===== src/rtl/if_fetch_stage_if.sv =====
// Instruction-memory request/ack bundle between the fetch stage (master) and the memory (slave).
interface if_fetch_stage_if;
    logic        im_req;
    logic [31:0] im_addr;
    logic        im_ack;
    logic [31:0] im_rdata;

    modport master (
        output im_req,
        output im_addr,
        input  im_ack,
        input  im_rdata
    );

    modport slave (
        input  im_req,
        input  im_addr,
        output im_ack,
        output im_rdata
    );
endinterface


===== src/rtl/if_fetch_stage.sv =====
// Fetch stage and IF/ID register of the P5 MIPS core: PC, imem handshake, delayed redirects, stalls.
// Optional macro IF_FETCH_ADEL_EN flags misaligned redirect targets as fetch address errors.
module if_fetch_stage #(
    parameter logic [31:0] RESET_PC = 32'h0000_3000,
    parameter logic [31:0] NOP_WORD = 32'h0000_0000
) (
    input  logic             clk,
    input  logic             reset,
    input  logic             stall,
    input  logic             npc_valid,
    input  logic [31:0]      npc,
    if_fetch_stage_if.master imem,
    output logic [31:0]      instr_D,
    output logic [31:0]      pc_D,
    output logic [31:0]      pc8_D,
    output logic             valid_D,
    output logic             exc_adel_D
);

    typedef enum logic {
        REQ  = 1'b0,
        HOLD = 1'b1
    } fetchState_t;

    fetchState_t state_q, state_d;
    logic [31:0] pcF_q, pcF_d;
    logic        badF_q, badF_d;
    logic        pending_q, pending_d;
    logic [31:0] pendNpc_q, pendNpc_d;
    logic        pendBad_q, pendBad_d;
    logic [31:0] holdInstr_q, holdInstr_d;
    logic [31:0] holdPc_q, holdPc_d;
    logic        holdBad_q, holdBad_d;
    logic [31:0] instrD_q, instrD_d;
    logic [31:0] pcD_q, pcD_d;
    logic        validD_q, validD_d;
    logic        excD_q, excD_d;

    logic        advance;
    logic [31:0] npcAligned;
    logic        npcBad;
    logic [31:0] fetchWord;

    assign npcAligned = {npc[31:2], 2'b00};

`ifdef IF_FETCH_ADEL_EN
    assign npcBad     = |npc[1:0];
    assign exc_adel_D = excD_q;
`else
    logic unusedNpcLow;
    logic unusedExcD;
    assign npcBad       = 1'b0;
    assign unusedNpcLow = ^npc[1:0];
    assign unusedExcD   = excD_q;
    assign exc_adel_D   = 1'b0;
`endif

    // A fetch from a misaligned target never reaches the decoder as a real opcode.
    assign fetchWord = badF_q ? NOP_WORD : imem.im_rdata;

    assign imem.im_req  = reset && (state_q == REQ);
    assign imem.im_addr = pcF_q;

    assign instr_D = instrD_q;
    assign pc_D    = pcD_q;
    assign pc8_D   = pcD_q + 32'd8;
    assign valid_D = validD_q;

    always_comb begin
        state_d     = state_q;
        pcF_d       = pcF_q;
        badF_d      = badF_q;
        pending_d   = pending_q;
        pendNpc_d   = pendNpc_q;
        pendBad_d   = pendBad_q;
        holdInstr_d = holdInstr_q;
        holdPc_d    = holdPc_q;
        holdBad_d   = holdBad_q;
        instrD_d    = instrD_q;
        pcD_d       = pcD_q;
        validD_d    = validD_q;
        excD_d      = excD_q;
        advance     = 1'b0;

        case (state_q)
            REQ: begin
                if (imem.im_ack && !stall) begin
                    instrD_d = fetchWord;
                    pcD_d    = pcF_q;
                    validD_d = 1'b1;
                    excD_d   = badF_q;
                    advance  = 1'b1;
                end else if (imem.im_ack) begin
                    holdInstr_d = fetchWord;
                    holdPc_d    = pcF_q;
                    holdBad_d   = badF_q;
                    state_d     = HOLD;
                end else if (!stall) begin
                    instrD_d = NOP_WORD;
                    pcD_d    = pcF_q;
                    validD_d = 1'b0;
                    excD_d   = 1'b0;
                end
            end
            HOLD: begin
                if (!stall) begin
                    instrD_d = holdInstr_q;
                    pcD_d    = holdPc_q;
                    validD_d = 1'b1;
                    excD_d   = holdBad_q;
                    advance  = 1'b1;
                    state_d  = REQ;
                end
            end
            default: state_d = REQ;
        endcase

        // The delay slot is already in flight, so a redirect only takes effect on the next advance.
        if (advance) begin
            pending_d = 1'b0;
            if (npc_valid) begin
                pcF_d  = npcAligned;
                badF_d = npcBad;
            end else if (pending_q) begin
                pcF_d  = pendNpc_q;
                badF_d = pendBad_q;
            end else begin
                pcF_d  = pcF_q + 32'd4;
                badF_d = 1'b0;
            end
        end else if (npc_valid) begin
            pending_d = 1'b1;
            pendNpc_d = npcAligned;
            pendBad_d = npcBad;
        end
    end

    always_ff @(posedge clk) begin
        if (!reset) begin
            state_q     <= REQ;
            pcF_q       <= RESET_PC;
            badF_q      <= 1'b0;
            pending_q   <= 1'b0;
            pendNpc_q   <= 32'd0;
            pendBad_q   <= 1'b0;
            holdInstr_q <= NOP_WORD;
            holdPc_q    <= 32'd0;
            holdBad_q   <= 1'b0;
            instrD_q    <= NOP_WORD;
            pcD_q       <= 32'd0;
            validD_q    <= 1'b0;
            excD_q      <= 1'b0;
        end else begin
            state_q     <= state_d;
            pcF_q       <= pcF_d;
            badF_q      <= badF_d;
            pending_q   <= pending_d;
            pendNpc_q   <= pendNpc_d;
            pendBad_q   <= pendBad_d;
            holdInstr_q <= holdInstr_d;
            holdPc_q    <= holdPc_d;
            holdBad_q   <= holdBad_d;
            instrD_q    <= instrD_d;
            pcD_q       <= pcD_d;
            validD_q    <= validD_d;
            excD_q      <= excD_d;
        end
    end

endmodule


===== src/flat_wrapper.sv =====
// flat-port wrapper written by rule: the top's interface ports become plain ports
module if_fetch_stage_flat 
#(
    parameter logic [31:0] RESET_PC = 32'h0000_3000,
    parameter logic [31:0] NOP_WORD = 32'h0000_0000
)
  (clk, reset, stall, npc_valid, npc, instr_D, pc_D, pc8_D, valid_D, exc_adel_D, imem_im_req, imem_im_addr, imem_im_ack, imem_im_rdata);
  if_fetch_stage_if imem_i ();
  input  logic clk;
  input  logic reset;
  input  logic stall;
  input  logic npc_valid;
  input  logic [31:0] npc;
  output logic [31:0] instr_D;
  output logic [31:0] pc_D;
  output logic [31:0] pc8_D;
  output logic valid_D;
  output logic exc_adel_D;
  output wire logic [$bits(imem_i.im_req)-1:0] imem_im_req;
  output wire logic [$bits(imem_i.im_addr)-1:0] imem_im_addr;
  input wire logic [$bits(imem_i.im_ack)-1:0] imem_im_ack;
  input wire logic [$bits(imem_i.im_rdata)-1:0] imem_im_rdata;
  assign imem_im_req = imem_i.im_req;
  assign imem_im_addr = imem_i.im_addr;
  assign imem_i.im_ack = imem_im_ack;
  assign imem_i.im_rdata = imem_im_rdata;
  if_fetch_stage #(.RESET_PC(RESET_PC), .NOP_WORD(NOP_WORD)) u_core (.clk(clk), .reset(reset), .stall(stall), .npc_valid(npc_valid), .npc(npc), .imem(imem_i), .instr_D(instr_D), .pc_D(pc_D), .pc8_D(pc8_D), .valid_D(valid_D), .exc_adel_D(exc_adel_D));
endmodule

===== config.mk =====
export PLATFORM = sky130hd
export DESIGN_NAME = if_fetch_stage_flat
export DESIGN_NICKNAME = d
export VERILOG_FILES = /design/src/rtl/if_fetch_stage_if.sv /design/src/rtl/if_fetch_stage.sv /design/src/flat_wrapper.sv
export SDC_FILE = /design/constraint.sdc
export NUM_CORES = 1
export LEC_CHECK = 0
export BUFFER_PORTS_ARGS = -buffer_cell sky130_fd_sc_hd__clkbuf_2
export CAP_MARGIN = 10
export CORE_UTILIZATION = 25
export CTS_CLUSTER_SIZE = 12
export DETAILED_ROUTE_END_ITERATION = 7
export GPL_ROUTABILITY_DRIVEN = 0
export PLACE_DENSITY = 0.44
export SLEW_MARGIN = 30
export SYNTH_ARGS = -nofsm -noshare
export SYNTH_HDL_FRONTEND = slang
export SYNTH_SLANG_ARGS = --single-unit
export TNS_END_PERCENT = 50

===== constraint.sdc =====
create_clock -name clk -period 2.5 [get_ports clk]
set_clock_uncertainty 0.1 [all_clocks]
set_input_delay 0.125 -clock clk [delete_from_list [all_inputs] [get_ports clk]]
set_output_delay 0.125 -clock clk [all_outputs]
set_load 0.1 [all_outputs]

## After elaboration in Yosys (flattened, before gate mapping)

Index checks and enable logic that the tools add are counted.

| word-level totals | value |
|---|---|
| flip-flop bits (word level) | 193 |
| latch bits | 0 |
| memory bits (writable) | 0 |
| ROM bits | 0 |
| output and inout bits | 131 |
| logic and storage cells | 49 |
| memories | 0 |

| cells by class | value |
|---|---|
| add/subtract/negate cells | 2 |
| multiply operators | 0 |
| div/mod/pow operators | 0 |
| magnitude comparators | 0 |
| equal/unequal tests | 3 |
| shift-type cells | 0 |
| multiplexer cells | 24 |
| bitwise gates (word level) | 4 |
| reduce and logical (&&, ||, !) cells | 7 |

Operators with widths:

| operator | count |
|---|---|
| $mux 32 | 10 |
| $pmux 32 s2 | 2 |
| $add 32x3->32 const B | 1 |
| $add 32x4->32 const B | 1 |
| $mux 1 | 9 |
| $ne 3x3->1 const B | 2 |
| $pmux 1 s2 | 3 |
| $reduce_and 3->1 | 2 |
| $not 1->1 | 4 |
| $logic_and 1x1->1 | 2 |
| $ne 2x2->1 const B | 1 |
| $reduce_and 2->1 | 1 |
| $reduce_or 2->1 | 1 |
| $logic_not 1->1 | 1 |

## Logic depth before layout (Yosys ltp)

| depth | value |
|---|---|
| depth in word-level cells | 6 |
| gate-level depth with buffers | 7 |
| gate-level depth less buffers | 6 |

## Worst setup path before layout

No wires, ideal clock.

| timing path | value |
|---|---|
| path kind | flip-flop to output port |
| start point | register u_core.pcD_q[5], in the netlist u_core.pc_D[5] |
| end point | output pc8_D[24] |
| arrival time | 3.742 ns |
| data required time | 2.275 ns |
| slack | -1.467 ns |
| cell stages (with the launch flop) | 6 |
| path buffers | 0 |
| path through | dfxtp_1 > and4_1 > nand4_1 > nor2_1 > nand4_1 > xnor2_1 |

| on the way | value |
|---|---|
| cells in the longest elaborated chain, start to end | 1 |

RTL lines:

| item | RTL line | RTL |
|---|---|---|
| start: declaration | if_fetch_stage.sv:35 | `logic [31:0] pcD_q, pcD_d;` |
| start signal: assignment | if_fetch_stage.sv:164 | `pcD_q <= pcD_d;` |
| $add 32x4->32 | if_fetch_stage.sv:66 | `assign pc8_D = pcD_q + 32'd8;` |
| end: declaration | flat_wrapper.sv:16 | `output logic [31:0] pc8_D;` |

No other way between the ends.

## Worst setup path after layout

| timing path | value |
|---|---|
| start point | register u_core.pcD_q[6], in the netlist u_core.pc_D[6] |
| end point | output pc8_D[24] |

Same word-level chain as after synthesis.

==> impl_metrics.ini <==
[outcome]
status = complete, no violations

[pwr]
power.internal_mw = 5.07
power_leakage_nw = 4.96
share_seq_of_total_power_pct = 41.3
pwr-share-comb_pct = 23.9
swShare_pct = 36.0
p_switching_mw = 2.84
peakVddDrop_mv = 0.440
pwr-share-clk_pct = 34.9
p_per_area_mw_per_mm2 = 643

[die]
die_x_um = 191
pin_count = 200
initial_utilization_pct = 25.6
fp-row-count = 68
dieArea_mm2 = 0.0365
die_y_um = 191
core_area_mm2 = 0.0349

[final_layout]
drive_above_1_share_pct = 24.2
fin_cells = 1866
mostFrequentLayoutCells = 257 x nand2_1, 175 x clkbuf_2, 158 x dfxtp_1
layout_commonest_cell = nand2_1
nFillCells = 3765
final_cell_area_mm2 = 0.0123
syn2layout_area_growth_pct = 37.5
antenna_cells = 0
fin_nets = 1469

[critical_path]
cp_max_fo = 7
r2r-end = u_core.imem.im_addr[20]
r2r_start = u_core.imem.im_addr[3]
cpMaxStageDelayCell = dfxtp_4
crit_family = simple AND/OR/NAND/NOR gates
cp.depth = 6
ff2ff_path_depth = 6
worstPathRequired_ps = 2280
crit_path_frequent_cell = nand4_1
r2r_slack_ps = 390
cp.arrival_ps = 2180
critPathBufInv = 1
critPathKind = flop to output pin
cp-startpoint = u_core.pc_D[6]
crit_chain = and4_4 -> nand4_1 -> nor2_4 -> nand4_1 -> xnor2_4 -> buf_12
start_kind = flop
critPathCapture = pc8_D[24]
worstSetupEndpointType = output pin
cpPeakStageDelay_ps = 390

[clocking]
cts.sinks = 187
cts_buffers = 17
ctsLongestPathBuffers = 2
cts_tree = done
path_clk_slew_ps = 80
htree_num_levels = 4
clk_latency_ps = 440
cts-root-buf = clkbuf_16

[global_route]
grt_pass1_vias = 8018
grt_max_degree = 127
track_usage_pct = 16.5
overflow = 0
grt_pass1_wl_mm = 47.1
antenna_found_initial = 0

[flow_run]
cap_violations = 0

[sta]
fin_ws_ps = 99.3
rsz0062_at_grt = yes
worst_hold_slack_ps = 127
slew_headroom_pct = 46.8
fin_crit_ps = 2400
timing.final.max_slew_violations = 0
fin_crit_sh_pct = 96.0
max_freq_ghz = 0.417
hold_violations = 0
setup_viol = 0
tightest_slew_ps = 797

[yosys]
synth_xor_area_share_pct = 3.82
synth-simple-area-share_pct = 26.4
synth_fa_ha_area_share_pct = 0.280
synth_compound_area_share_pct = 18.7
synth_cell_types = 57
synth_mux_area_share_pct = 3.58
avgSynthCellArea_um2 = 7.59
ys_warn_count = 0
synth_seq_area_share_pct = 41.8
synth_cells = 1179
async_reset_ff_share_pct = 0
ys_ff_latch = 187
synth_edf_count = 0
synth_ff_type = dfxtp_1
synthesis.area_mm2 = 0.00895
synth_top_family_by_area = simple AND/OR/NAND/NOR gates

[routing]
routedWlPerCell_um = 16.0
drtIter0Drc = 564
via_per_inst = 4.66
drtAntennaViolNets = 0
first_pass_iters = 5
drt-total-wl_mm = 29.8
drc = 0
route.vias.total = 8704

[placement]
dp_hpwl_mm = 20.1
dp_slack_ps = 289
placedCellCount = 1769
dpl_cell_area_mm2 = 0.0111
io_buffer_count = 190

[min_path]
hp-class = input port to flop
worstHoldStart = reset
[layout make-up]
class,count,area [µm²],share of cell area (%)
clock buffers,19,454,3.69
clock inverters,13,126,1.03
inverters,11,46.3,0.376
multi-input cells,884,5130,41.7
flip-flops and latches,187,3820,31.0
well taps,455,569,4.63
repair buffers,297,2160,17.6
[tightest hold or removal path: cells and delay by family]
kind	cells	cell delay (ps)
buffers and inverters	1	290
and+or+nand+nor	1	140
AOI/OAI and AO/OA	1	60
[power by group through the flow]
| stage | registers [mW] | clock network [mW] | logic (mW) |
|---|---|---|---|
| 2_1_floorplan | 3.94 | 0 | 0.758 |
| 3_3_place_gp | 3.33 | 0 | 1.82 |
| 3_5_place_dp | 3.33 | 0 | 1.82 |
| 4_1_cts | 3.26 | 2.89 | 1.91 |
| 5_1_grt | 3.29 | 2.98 | 2.01 |
| 6_report | 3.26 | 2.76 | 1.89 |
[cell families after synthesis]
logic type	after synthesis
and+or+nand+nor	528
AOI/OAI and AO/OA	276
DFF	187
buffers and inverters	114
xor gates and xnor gates	39
muxes	32
adders and majority gates	2
other	1
[registers in the layout, indices dropped and copies added (netlist names)]
register             cells
u_core.holdInstr_q      32
u_core.holdPc_q         30
u_core.imem.im_addr     30
u_core.instr_D          32
u_core.pc_D             30
u_core.pendNpc_q        30
u_core.pending_q         1
u_core.state_q           1
u_core.valid_D           1
[timing repair]
action	4_1_cts	5_1_grt
pin swaps	5	2
hold buffers	63	0
hold endpoints to repair	97	0
buffers inserted	2	0
gates resized for setup	4	3
endpoints found under the setup margin	9	7
[synthesized netlist by cell type (3+ instances only)]
master	instances	area, µm²
a22oi_1	5	37.5
a221oi_1	5	43.8
and4_1	4	35.0
buf_1	11	41.3
nor2b_1	35	219
a22o_1	5	43.8
nand4_1	17	106
xor2_1	14	123
or2_2	3	18.8
clkbuf_1	70	263
buf_2	11	55.1
a221o_1	4	40.0
inv_1	10	37.5
nand2_1	257	965
dfxtp_1	187	3740
and3_1	11	68.8
a31oi_1	3	18.8
nor2_1	120	450
buf_4	9	67.6
nor3_1	41	205
a21o_1	3	22.5
o21ai_0	30	150
o211ai_1	8	60.1
o211a_1	3	30.0
xnor2_1	25	219
mux2i_1	32	320
nand3_1	28	140
o22ai_1	5	31.3
o31ai_1	3	22.5
a21oi_1	148	741
a211oi_1	39	293
[worst min-delay path by stage]
| stage | to | slack, ps | cells past startpoint |
|---|---|---|---|
| 2_1_floorplan | u_core.pendNpc_q[7] | 160 | 2 |
| 3_3_place_gp | u_core.holdInstr_q[3] | 260 | 3 |
| 3_5_place_dp | u_core.holdInstr_q[0] | 270 | 3 |
| 4_1_cts | u_core.state_q | 120 | 2 |
| 5_1_grt | u_core.state_q | 150 | 2 |
| 6_report | u_core.imem.im_addr[31] | 130 | 3 |
[through the flow]
stage / TNS [ps] / util [%] / power (mW)
3_3_place_gp: 0 / 31.7 / 5.15
3_5_place_dp: 0 / 31.7 / 5.16
6_report: 0 / 35.3 / 7.91
5_1_grt: -109 / 35.3 / 8.29
4_1_cts: 0 / 35.2 / 8.06
2_1_floorplan: -302 / - / 4.69
[layer usage]
layer  GRT usage [%]  share of wire [%]  wire length, µm
met4            3.91                1.0              313
met3            2.61                3.9             1150
met5               0                  0                0
met1            25.0                 51            15200
met2            24.0                 44            13100
(Power assumes the default switching activity.)
